## src/rtl/ir_nec_transmitter.sv

```systemverilog
// NEC IR frame transmitter: lead mark/space, 32 LSB-first data bits, stop mark, guard gap.
// Drives a baseband line (idle high, mark low) and a carrier-modulated LED output.
module ir_nec_transmitter #(
    parameter int unsigned LEAD_MARK_CYC  = 450000,
    parameter int unsigned LEAD_SPACE_CYC = 225000,
    parameter int unsigned BIT_MARK_CYC   = 28000,
    parameter int unsigned ZERO_SPACE_CYC = 28000,
    parameter int unsigned ONE_SPACE_CYC  = 84500,
    parameter int unsigned GAP_CYC        = 2000000,
    parameter int unsigned CARRIER_HALF   = 658
) (
    input  logic        clk,
    input  logic        rst_n,
    // Handshake: tx_start is taken on any edge where tx_busy=0; while busy it is ignored.
    input  logic        tx_start,
    input  logic [15:0] tx_custom,
    input  logic [7:0]  tx_data,
    output logic        tx_busy,
    output logic        tx_done,
    output logic        ir_base,
    output logic        ir_led,
    output logic [2:0]  dbg_state_o
);

    typedef enum logic [2:0] {
        IDLE       = 3'd0,
        LEAD_MARK  = 3'd1,
        LEAD_SPACE = 3'd2,
        BIT_MARK   = 3'd3,
        BIT_SPACE  = 3'd4,
        STOP_MARK  = 3'd5,
        GAP        = 3'd6
    } state_e;

    state_e      state_q;
    logic [21:0] seg_cnt_q;
    logic [4:0]  bit_cnt_q;
    logic [31:0] frame_q;
    logic [15:0] car_cnt_q;
    logic        tx_busy_q;
    logic        tx_done_q;
    logic        ir_base_q;
    logic        ir_led_q;

    logic [21:0] seg_len_d;
    logic        seg_last_d;
    logic        is_mark_d;

    always_comb begin
        seg_len_d = 22'd1;
        unique case (state_q)
            LEAD_MARK:  seg_len_d = 22'(LEAD_MARK_CYC);
            LEAD_SPACE: seg_len_d = 22'(LEAD_SPACE_CYC);
            BIT_MARK:   seg_len_d = 22'(BIT_MARK_CYC);
            BIT_SPACE:  seg_len_d = frame_q[0] ? 22'(ONE_SPACE_CYC) : 22'(ZERO_SPACE_CYC);
            STOP_MARK:  seg_len_d = 22'(BIT_MARK_CYC);
            GAP:        seg_len_d = 22'(GAP_CYC);
            default:    seg_len_d = 22'd1;
        endcase
        seg_last_d = (seg_cnt_q == seg_len_d - 22'd1);
        is_mark_d  = (state_q == LEAD_MARK) || (state_q == BIT_MARK) || (state_q == STOP_MARK);
    end

    // Outputs are registered from the current state, so the line lags the state by one cycle.
    always_ff @(posedge clk or negedge rst_n) begin
        if (!rst_n) begin
            state_q   <= IDLE;
            seg_cnt_q <= '0;
            bit_cnt_q <= '0;
            frame_q   <= '0;
            car_cnt_q <= '0;
            tx_busy_q <= 1'b0;
            tx_done_q <= 1'b0;
            ir_base_q <= 1'b1;
            ir_led_q  <= 1'b0;
        end else begin
            tx_done_q <= 1'b0;
            ir_base_q <= ~is_mark_d;

            // Carrier phase restarts at the first cycle of every mark.
            if (is_mark_d) begin
                if (seg_cnt_q == 22'd0) begin
                    ir_led_q  <= 1'b1;
                    car_cnt_q <= '0;
                end else if (car_cnt_q == 16'(CARRIER_HALF - 1)) begin
                    ir_led_q  <= ~ir_led_q;
                    car_cnt_q <= '0;
                end else begin
                    car_cnt_q <= car_cnt_q + 16'd1;
                end
            end else begin
                ir_led_q  <= 1'b0;
                car_cnt_q <= '0;
            end

            if (state_q == IDLE) begin
                if (tx_start) begin
                    frame_q   <= {~tx_data, tx_data, tx_custom};
                    seg_cnt_q <= '0;
                    bit_cnt_q <= '0;
                    tx_busy_q <= 1'b1;
                    state_q   <= LEAD_MARK;
                end
            end else if (!seg_last_d) begin
                seg_cnt_q <= seg_cnt_q + 22'd1;
            end else begin
                seg_cnt_q <= '0;
                unique case (state_q)
                    LEAD_MARK:  state_q <= LEAD_SPACE;
                    LEAD_SPACE: state_q <= BIT_MARK;
                    BIT_MARK:   state_q <= BIT_SPACE;
                    BIT_SPACE: begin
                        frame_q   <= {1'b0, frame_q[31:1]};
                        bit_cnt_q <= bit_cnt_q + 5'd1;
                        state_q   <= (bit_cnt_q == 5'd31) ? STOP_MARK : BIT_MARK;
                    end
                    STOP_MARK:  state_q <= GAP;
                    GAP: begin
                        tx_done_q <= 1'b1;
                        tx_busy_q <= 1'b0;
                        state_q   <= IDLE;
                    end
                    default:    state_q <= IDLE;
                endcase
            end
        end
    end

    assign tx_busy     = tx_busy_q;
    assign tx_done     = tx_done_q;
    assign ir_base     = ir_base_q;
    assign ir_led      = ir_led_q;
    assign dbg_state_o = state_q;

endmodule

```

## config.mk

```make
export PLATFORM = sky130hd
export DESIGN_NAME = ir_nec_transmitter
export DESIGN_NICKNAME = d
export VERILOG_FILES = /design/src/rtl/ir_nec_transmitter.sv
export SDC_FILE = /design/constraint.sdc
export NUM_CORES = 1
export LEC_CHECK = 0
export ABC_AREA = 1
export BUFFER_PORTS_ARGS = -buffer_cell sky130_fd_sc_hd__buf_2
export CAP_MARGIN = 20
export CELL_PAD_IN_SITES_DETAIL_PLACEMENT = 0
export CELL_PAD_IN_SITES_GLOBAL_PLACEMENT = 2
export CORE_ASPECT_RATIO = 1.5
export CORE_MARGIN = 8
export CORE_UTILIZATION = 35
export DETAILED_ROUTE_END_ITERATION = 8
export GPL_TIMING_DRIVEN = 0
export HOLD_SLACK_MARGIN = 0.03
export PLACE_DENSITY_LB_ADDON = 0.1
export SLEW_MARGIN = 25
export SYNTH_ARGS = -nofsm -noshare
export SYNTH_HDL_FRONTEND = slang
export SYNTH_SLANG_ARGS = --single-unit
```

## constraint.sdc

```tcl
create_clock -name clk -period 2.5 [get_ports clk]
set_input_delay 0.125 -clock clk [delete_from_list [all_inputs] [get_ports clk]]
set_output_delay 0.125 -clock clk [all_outputs]
set_load 0.005 [all_outputs]
```

==> out/metrics.yaml, run 1 <==
clock_tree:
  clock_path_buffers: 2
  clkLatencyLatePin_ns: 0.34
  cts_buffers: 9
  cts.sinks: 82
  cts.clk_slew.worst_paths_ns: 0.07
  cts_tree: "built"
  cts_root_buffer: "clkbuf_16"
  h-tree-depth: 3
global_route:
  grt_pass1_wl_um: 23300
  grt_pass1_vias: 4501
  antenna_found_initial: 0
  grt_max_degree: 69
  overflow: 0
  grt_usage_pct: 16.1
yosys:
  ys_types: 36
  synth_area_mm2: 0.00490
  syn_nets: 692
  synthCells: 659
  synth_top_area_share_pct: 41.4
  syn_avg_cell_area_um2: 7.43
  synth-edff-count: 0
  synth-seq-cells: 82
  yosys_warnings: 0
  synth_simple_gate_area_share_pct: 36.8
  synth_xor_area_share_pct: 3.76
  async_reset_ff_share_pct: 100
  yosys_most_used_dff: "dfrtp_1"
  synth_top_family_by_area: "simple AND/OR/NAND/NOR gates"
  synthTopCellsByArea: "dfrtp_1 41%, nand2_1 18%, nand4_1 6.1%"
  synthMuxAreaShare_pct: 0.204
  ys_seq_area_share_pct: 41.9
  synth_top_area_cell: "dfrtp_1"
  synth-adder-area-share_pct: 1.53
  synth_compound_gate_area_share_pct: 7.49
critical_path:
  path_class: "reg -> reg"
  cp.arrival_ns: 2.49
  crit_buf_inv: 3
  path_cells: "buf_6 -> nand2_2 -> nor2_2 -> nand2_1 -> nand2_1 -> nand3_1 -> nor2_1 -> nand3_1 -> nor2_1 -> nand2_2 -> nand2_4 -> buf_6 -> buf_4 -> o22ai_1"
  max_stage_delay_ns: 0.36
  cp-start-kind: "register"
  worstSetupEndpoint: "seg_cnt_q[6]$_DFFE_PN0P_"
  reg2regPathDepth: 14
  reg2reg_from: "dbg_state_o[1]$_DFFE_PN0P_"
  critPathLaunch: "dbg_state_o[1]$_DFFE_PN0P_"
  cp_max_fo: 10
  cp_slowest_cell: "dfrtp_1"
  rr_endpoint: "seg_cnt_q[6]$_DFFE_PN0P_"
  timing.reg2reg.setup_slack_ns: 0.22
  cp-end-kind: "register"
  cp_top_family: "simple AND/OR/NAND/NOR gates"
  cp.required_ns: 2.70
  worstSetupPathDepth: 14
final_layout:
  drive_gt1_share_pct: 13.1
  final_common_cell: "nand2_1"
  areaGrowthSynthToFinish_pct: 14.7
  final_area_mm2: 0.00562
  antennaDiodeCount: 0
  nets: 740
  layout.cells.most_common_list: "232 x nand2_1, 81 x dfrtp_1, 54 x inv_1"
sta:
  final-hold-violation-count: 0
  fin_crit_sh_pct: 91.3
  finalSetupViolations: 0
  fin_crit_ns: 2.28
  drv_slew: 0
  rsz0062_at_grt: "no"
  fmaxAchievable_mhz: 438
  skew_ns: 0.0106
  fin_setup_tns_ns: 0
  worst_slew_pin_slew_ns: 0.559
  timing.slew.headroom_pct: 62.7
routing:
  drt.antenna.violating_nets: 0
  drt_iter0_drc: 189
  route.detailed.drc: 0
  wl_per_cell_um: 16.0
  vias: 4480
  wl_um: 14100
  viasPerCell: 5.11
  dr.pass1.iters: 5
power:
  powerDensity_mw_per_mm2: 474
  peakVddDrop_v: 0.000271
  p_leak_uw: 0.00282
  total_power_uw: 2660
die:
  io_pins: 34
  die_h_um: 161
  core_area_mm2: 0.0139
  die-area_mm2: 0.0181
  start_util_pct: 35.3
  die_w_um: 113
  rows: 53
placement:
  port_buffers: 33
  placed_cell_area_mm2: 0.00530
  gp_congestion: 0.905
  dpl.hpwl_um: 10600
run_status:
  status: "completed"
min_path:
  hp-class: "in -> reg"
  holdPathStages: 4
run:
  maxCapViolations: 0
how the worst min path moves through the flow:
stage	from	endpoint	slack [ns]
3_3_place_gp	tx_data[7]	frame_q[31]$_DFFE_PN0P_	0.43
4_1_cts	tx_data[7]	frame_q[31]$_DFFE_PN0P_	0.06
6_report	tx_data[7]	frame_q[31]$_DFFE_PN0P_	0.08
3_5_place_dp	rst_n	car_cnt_q[9]$_DFF_PN0_	-0.03
5_1_grt	tx_data[7]	frame_q[31]$_DFFE_PN0P_	0.10
2_1_floorplan	rst_n	bit_cnt_q[0]$_DFFE_PN0P_	-0.17
synthesized netlist by cell type (all sizes together), types with 2 or more instances:
master	number
buf	18
inv	56
ha	6
nor2	46
nand4	48
or2	2
a21oi	17
nor4	5
nor3	13
o21ai	18
nand3	41
o21a	7
dfrtp	81
o22ai	21
nand2	241
xnor2	2
xor2	19
clkbuf	12
sequential cells by signal, summed over array words and instances, names as in the netlist:
register,cells
ir_base,1
tx_done,1
seg_cnt_q,22
ir_led,1
dbg_state_o,3
frame_q,32
car_cnt_q,16
tx_busy,1
bit_cnt_q,5
repair_timing:
item / 4_1_cts / 5_1_grt
setup endpoints to repair: 0 / 53
resized for setup: 0 / 3
hold buffers: 1 / 0
hold endpoints to repair: 81 / 0
setup buffers: 0 / 2
per-layer routing:
| metal | vias up | global-route usage [%] | share of wire (%) |
|---|---|---|---|
| li1 | 2268 | - | - |
| met1 | 2126 | 18.1 | 42 |
| met2 | 66 | 29.3 | 54 |
| met3 | 20 | 2.89 | 2.1 |
| met4 | 0 | 6.53 | 2.5 |
| met5 | - | 0 | 0 |
through the flow:
stage	hold WS (ns)	util (%)	instances	setup slack, ns
6_report	0.0817	40.5	877	0.217
5_1_grt	0.102	40.5	877	0.0224
4_1_cts	0.0643	40.3	875	0.134
3_5_place_dp	-0.0329	38.3	858	0.147
3_3_place_gp	0.433	38.0	857	0.143
2_1_floorplan	-0.171	-	659	0.594
report_power, final:
part | leakage (uW) | switching (uW) | internal (uW)
Sequential | 0.00110 | 0 | 1330
Clock | 0.000133 | 600 | 681
Combinational | 0.00159 | 33.3 | 20.6
tightest hold or removal path, delay by kind of cell:
family,cells,cell delay [ns]
buffers and inverters,1,0.08
and+or+nand+nor,3,0.18
area by class of cell:
class	instances	area, um^2
Timing Repair Buffer	37	224
Inverter	57	214
Clock inverter	7	51.3
Clock buffer	9	225
Buffer	30	194
Sequential cell	82	2050
Fill cell	1486	8240
Tap cell	165	206
Multi-Input combinational cell	490	2450
cells by family after synthesis:
family	count (synthesis)
AND/OR/NAND/NOR	398
flip-flops	82
XOR/XNOR	21
AO/OA/AOI/OAI	64
buffers and inverters	87
adder cells (fa/ha/maj)	6
multiplexers	1
No activity file was read; power rests on OpenSTA's default activity.
==> run 2: changes to the inputs <==
--- a/config.mk
+++ b/config.mk
@@ -17,6 +17,7 @@
 export GPL_TIMING_DRIVEN = 0
 export HOLD_SLACK_MARGIN = 0.03
 export PLACE_DENSITY_LB_ADDON = 0.1
+export SKIP_CTS_REPAIR_TIMING = 1
 export SLEW_MARGIN = 25
 export SYNTH_ARGS = -nofsm -noshare
 export SYNTH_HDL_FRONTEND = slang
==> constraint.sdc (replaced) <==
create_clock -name clk -period 2.5 [get_ports clk]
set_input_delay 0.5 -clock clk [delete_from_list [all_inputs] [get_ports clk]]
set_output_delay 0.5 -clock clk [all_outputs]
set_load 0.005 [all_outputs]
==> run 2 against run 1 <==
  * Clock power hardly changed
  * Clock-buffer cell count did not move
  * Cell area is the same
  * Routed wire length up 0.64%
  * Combinational power up 1%
  * Critical endpoint unchanged
  * Largest power group unchanged
==> out/metrics.yaml, run 2 (synthesized netlist as in run 1, its figures left out) <==
run_status:
  status: "completed"
critical_path:
  reg2regPathDepth: 14
  cp.arrival_ns: 2.48
  timing.reg2reg.setup_slack_ns: 0.23
  cp_top_family: "simple AND/OR/NAND/NOR gates"
  reg2reg_from: "dbg_state_o[1]$_DFFE_PN0P_"
  cp.required_ns: 2.71
  cp_slowest_cell: "dfrtp_1"
  max_stage_delay_ns: 0.36
  cp-start-kind: "register"
  worstSetupPathDepth: 14
  path_cells: "buf_6 -> nand2_2 -> nor2_2 -> nand2_1 -> nand2_1 -> nand3_1 -> nor2_1 -> nand3_1 -> nor2_1 -> nand2_2 -> nand2_4 -> buf_6 -> buf_4 -> o22ai_1"
  cp_max_fo: 10
  path_class: "reg -> reg"
  cp-end-kind: "register"
  rr_endpoint: "seg_cnt_q[6]$_DFFE_PN0P_"
  crit_buf_inv: 3
routing:
  drt_iter0_drc: 196
  viasPerCell: 5.12
  wl_um: 14200
  wl_per_cell_um: 16.1
  route.detailed.drc: 0
  vias: 4494
  dr.pass1.iters: 4
  drt.antenna.violating_nets: 0
clock_tree:
  cts.sinks: 82
  clkLatencyLatePin_ns: 0.34
  h-tree-depth: 3
  cts_buffers: 9
  cts_root_buffer: "clkbuf_16"
  cts.clk_slew.worst_paths_ns: 0.07
  cts_tree: "built"
  clock_path_buffers: 2
run:
  maxCapViolations: 0
final_layout:
  largest_reg_flops: 32
  layout.cells.most_common_list: "232 x nand2_1, 81 x dfrtp_1, 54 x inv_1"
  regArea_mm2: 0.00205
  nets: 740
  antennaDiodeCount: 0
  final_common_cell: "nand2_1"
  fillCellCount: 1486
  reg_top3: "frame_q (32), seg_cnt_q (22), car_cnt_q (16)"
  multi_input_area_mm2: 0.00245
  post-route-util_pct: 40.5
  drive_gt1_share_pct: 13.1
  largest-register: "frame_q"
  stdcell_count: 877
  areaGrowthSynthToFinish_pct: 14.7
  final_area_mm2: 0.00562
placement:
  dpl.hpwl_um: 10600
  dp_cells: 858
  place_ws_ns: 0.147
  port_buffers: 33
  gp_congestion: 0.905
  placed_cell_area_mm2: 0.00530
die:
  die-area_mm2: 0.0181
  start_util_pct: 35.3
  core_area_mm2: 0.0139
  rows: 53
  die_h_um: 161
  die_w_um: 113
  io_pins: 34
power:
  peakVddDrop_v: 0.000273
  power.switching_uw: 637
  powerDensity_mw_per_mm2: 474
  seq_power_share_pct: 49.8
  p_leak_uw: 0.00282
  p_int_uw: 2030
  swShare_pct: 23.9
  pwr-share-comb_pct: 2.0
  clkPwrFrac_pct: 48.2
sta:
  fmaxAchievable_mhz: 441
  rsz0062_at_grt: "no"
  worst_slew_pin_slew_ns: 0.557
  finalSetupViolations: 0
  timing.slew.headroom_pct: 62.9
  finalWorstSetupSlack_ns: 0.230
  final-hold-violation-count: 0
  drv_slew: 0
  skew_ns: 0.0103
  fin_crit_ns: 2.27
  fin_crit_sh_pct: 90.8
  fin_setup_tns_ns: 0
global_route:
  overflow: 0
  grt_usage_pct: 16.1
  grt_pass1_vias: 4496
  grt_pass1_wl_um: 23300
  grt_max_degree: 69
  antenna_found_initial: 0
min_path:
  hp-class: "in -> reg"
  holdPathStages: 4
  min_from: "tx_data[7]"
  whs_endpoint: "frame_q[31]$_DFFE_PN0P_"
-- run 2: through the flow --
step,power (uW),hold slack (ns)
global placement,1400,0.453
global route,2750,0.477
floorplan,1350,0.204
finish,2660,0.457
CTS,2700,-0.0368
detailed placement,1410,0.342
-- run 2: tightest hold or removal path, cell delays in order --
cell and delay, ns:
buf_2 0.08, nor2_1 0.05, nand4_1 0.08, nand2_1 0.05
-- run 2: per-layer routing --
layer	share of wire, %	vias up	global-route usage (%)
met5	0	-	0
met4	2.3	0	6.53
met3	2.2	21	2.86
met2	54	64	29.3
met1	42	2139	18.1
li1	-	2270	-
-- run 2: worst max path at each step --
stage,startpoint,endpoint
final,dbg_state_o[1]$_DFFE_PN0P_,seg_cnt_q[6]$_DFFE_PN0P_
after global routing,dbg_state_o[1]$_DFFE_PN0P_,seg_cnt_q[4]$_DFFE_PN0P_
after CTS,dbg_state_o[0]$_DFFE_PN0P_,seg_cnt_q[6]$_DFFE_PN0P_
after detailed placement,dbg_state_o[0]$_DFFE_PN0P_,seg_cnt_q[6]$_DFFE_PN0P_
after global placement,rst_n,frame_q[20]$_DFFE_PN0P_
after floorplan,dbg_state_o[1]$_DFFE_PN0P_,seg_cnt_q[10]$_DFFE_PN0P_
-- run 2: final cells by class --
type	count	area share [%]
clock inverters	7	0.913
plain buffers	30	3.45
well taps	165	3.67
repair buffers	37	3.99
clock buffers	9	4.01
multi-input cells	490	43.6
inverters	57	3.81
flip-flops and latches	82	36.5
-- run 2: power groups by stage --
stage | Clock (uW) | Combinational [uW] | Sequential [uW]
finish | 1280 | 54.5 | 1330
global route | 1360 | 63.0 | 1330
CTS | 1320 | 56.3 | 1330
detailed placement | 0 | 56.6 | 1350
global placement | 0 | 49.0 | 1350
floorplan | 0 | 0.313 | 1350
==> run 3: changes to the inputs <==
--- a/config.mk
+++ b/config.mk
@@ -10,12 +10,13 @@
 export CAP_MARGIN = 20
 export CELL_PAD_IN_SITES_DETAIL_PLACEMENT = 0
 export CELL_PAD_IN_SITES_GLOBAL_PLACEMENT = 2
-export CORE_ASPECT_RATIO = 1.5
+export CORE_ASPECT_RATIO = 1.75
 export CORE_MARGIN = 8
 export CORE_UTILIZATION = 35
 export DETAILED_ROUTE_END_ITERATION = 8
 export GPL_TIMING_DRIVEN = 0
-export HOLD_SLACK_MARGIN = 0.03
+export HOLD_SLACK_MARGIN = 0.1
+export MAX_ROUTING_LAYER = met4
 export PLACE_DENSITY_LB_ADDON = 0.1
 export SKIP_CTS_REPAIR_TIMING = 1
 export SLEW_MARGIN = 25
==> run 3 against run 2 <==
  * Worst hold slack better by 0.0074 ns
  * Cell area increased by 0.71%
  * Clock skew increased by 0.0035 ns
  * Global-route usage rose by 1.1 points
  * Flip-flop and latch count stayed put
  * Largest power group is now the clock network
  * Combinational power is essentially flat
  * Sequential power hardly changed
  * Worst setup slack got worse by 0.017 ns
  * Maximum frequency is 0.74% lower
  * Clock power is 6% higher
  * Total power up 2.9%
  * Critical endpoint is now seg_cnt_q[9]$_DFFE_PN0P_
  * Routed wire length grew 3.1%
==> out/metrics.yaml, run 3 (synthesized netlist as in run 1, its figures left out) <==
critical_path:
  reg2regPathDepth: 14
  cp.arrival_ns: 2.49
  cp_top_family: "simple AND/OR/NAND/NOR gates"
  cp-start-kind: "register"
  cp_max_fo: 10
  path_class: "reg -> reg"
  path_cells: "buf_4 -> nor2_2 -> nand2_4 -> nand2_1 -> nand2_1 -> nand3_1 -> nor2_1 -> nand3_1 -> nor2_1 -> nand2_2 -> nand2_4 -> buf_6 -> buf_4 -> o22ai_1"
  max_stage_delay_ns: 0.44
  cp_slowest_cell: "dfrtp_1"
  cp.required_ns: 2.70
  crit_buf_inv: 3
  worstSetupPathDepth: 14
  cp-end-kind: "register"
final_layout:
  stdcell_count: 888
  reg_top3: "frame_q (32), seg_cnt_q (22), car_cnt_q (16)"
  post-route-util_pct: 41.1
  layout.cells.most_common_list: "232 x nand2_1, 81 x dfrtp_1, 54 x inv_1"
  areaGrowthSynthToFinish_pct: 15.6
  drive_gt1_share_pct: 12.8
  final_common_cell: "nand2_1"
  largest-register: "frame_q"
  antennaDiodeCount: 0
  nets: 740
  largest_reg_flops: 32
placement:
  dpl.hpwl_um: 11300
  port_buffers: 33
  dp_cells: 870
  place_ws_ns: 0.116
  gp_congestion: 0.908
global_route:
  grt_pass1_vias: 4710
  grt_pass1_wl_um: 23700
  grt_max_degree: 56
  antenna_found_initial: 0
  grt_usage_pct: 17.2
  overflow: 0
clock_tree:
  clock_path_buffers: 2
  h-tree-depth: 3
  cts_root_buffer: "clkbuf_16"
  cts_tree: "built"
  cts_buffers: 9
  clkLatencyLatePin_ns: 0.34
  cts.clk_slew.worst_paths_ns: 0.07
  cts.sinks: 82
routing:
  wl_per_cell_um: 16.4
  wl_um: 14600
  vias: 4470
  route.detailed.drc: 0
  dr.pass1.iters: 5
  viasPerCell: 5.03
  drt.antenna.violating_nets: 0
  drt_iter0_drc: 172
sta:
  finalSetupViolations: 0
  skew_ns: 0.0138
  timing.slew.headroom_pct: 64.8
  fin_setup_tns_ns: 0
  fin_crit_sh_pct: 91.5
  fmaxAchievable_mhz: 437
  finalWorstSetupSlack_ns: 0.213
  worst_slew_pin_slew_ns: 0.529
  fin_crit_ns: 2.29
  final-hold-violation-count: 0
  drv_slew: 0
die:
  rows: 57
  die_w_um: 105
  die_h_um: 172
  core_area_mm2: 0.0138
  die-area_mm2: 0.0182
  start_util_pct: 35.6
  io_pins: 34
power:
  total_power_uw: 2740
  p_leak_uw: 0.00284
  powerDensity_mw_per_mm2: 485
  peakVddDrop_v: 0.000305
min_path:
  hp-class: "in -> reg"
  holdPathStages: 4
run_status:
  status: "completed"
run:
  maxCapViolations: 0
==> run 3: changes by cell type in the layout (fill, tap and decap cells not counted) <==
cell       delta
nand2_2       -1
nand3_1       +1
clkinv_4      +1
clkinv_2      -2
nand3_2       -1
nand2_4       +1
bufinv_16     +1
clkbuf_8      +1
inv_6         -2
==> run 3: stage by stage <==
stage,instance area [um^2],hold slack (ns)
after detailed placement,5320,0.402
final,5660,0.464
after floorplan,4900,0.204
after CTS,5620,0.0323
after global routing,5660,0.490
after global placement,5280,0.455
==> run 3: worst paths after layout <==
kind	start	end	slack [ns]
worst min register to register	frame_q[7]$_DFFE_PN0P_	frame_q[7]$_DFFE_PN0P_	0.47
max in group asynchronous	rst_n	ir_base$_DFF_PN1_	1.26
worst max-delay path	dbg_state_o[2]$_DFFE_PN0P_	seg_cnt_q[9]$_DFFE_PN0P_	0.21
worst min-delay path	tx_data[7]	frame_q[31]$_DFFE_PN0P_	0.46
worst max register to register	dbg_state_o[2]$_DFFE_PN0P_	seg_cnt_q[9]$_DFFE_PN0P_	0.21
min in group asynchronous	rst_n	frame_q[4]$_DFFE_PN0P_	0.61
==> run 3: final cells by class <==
class | count | area (um^2)
Timing Repair Buffer | 37 | 224
Clock inverter | 5 | 62.6
Inverter | 57 | 214
Tap cell | 177 | 221
Sequential cell | 82 | 2050
Clock buffer | 10 | 239
Multi-Input combinational cell | 490 | 2450
Buffer | 30 | 194
Fill cell | 1460 | 8110
==> run 3: worst register-to-register path, stage by stage, from the launching register on <==
cell and delay, ns:
dfrtp_1 0.44, buf_4 0.23, nor2_2 0.07, nand2_4 0.11
nand2_1 0.13, nand2_1 0.08, nand3_1 0.11, nor2_1 0.13
nand3_1 0.07, nor2_1 0.12, nand2_2 0.12, nand2_4 0.10
buf_6 0.16, buf_4 0.20, o22ai_1 0.09
==> run 3: power breakdown <==
part	internal (uW)	leakage (uW)	switching [uW]
clock network	801	0.000141	561
logic	20.6	0.00160	33.6
registers	1330	0.00110	0
total	2150	0.00284	595
==> run 3: routing by layer <==
layer	GRT usage [%]	wire length (um)	vias to the layer above
met5	-	0	-
met4	8.30	512	0
met3	2.50	284	23
met2	33.5	8290	71
met1	16.0	5510	2119
li1	-	-	2257
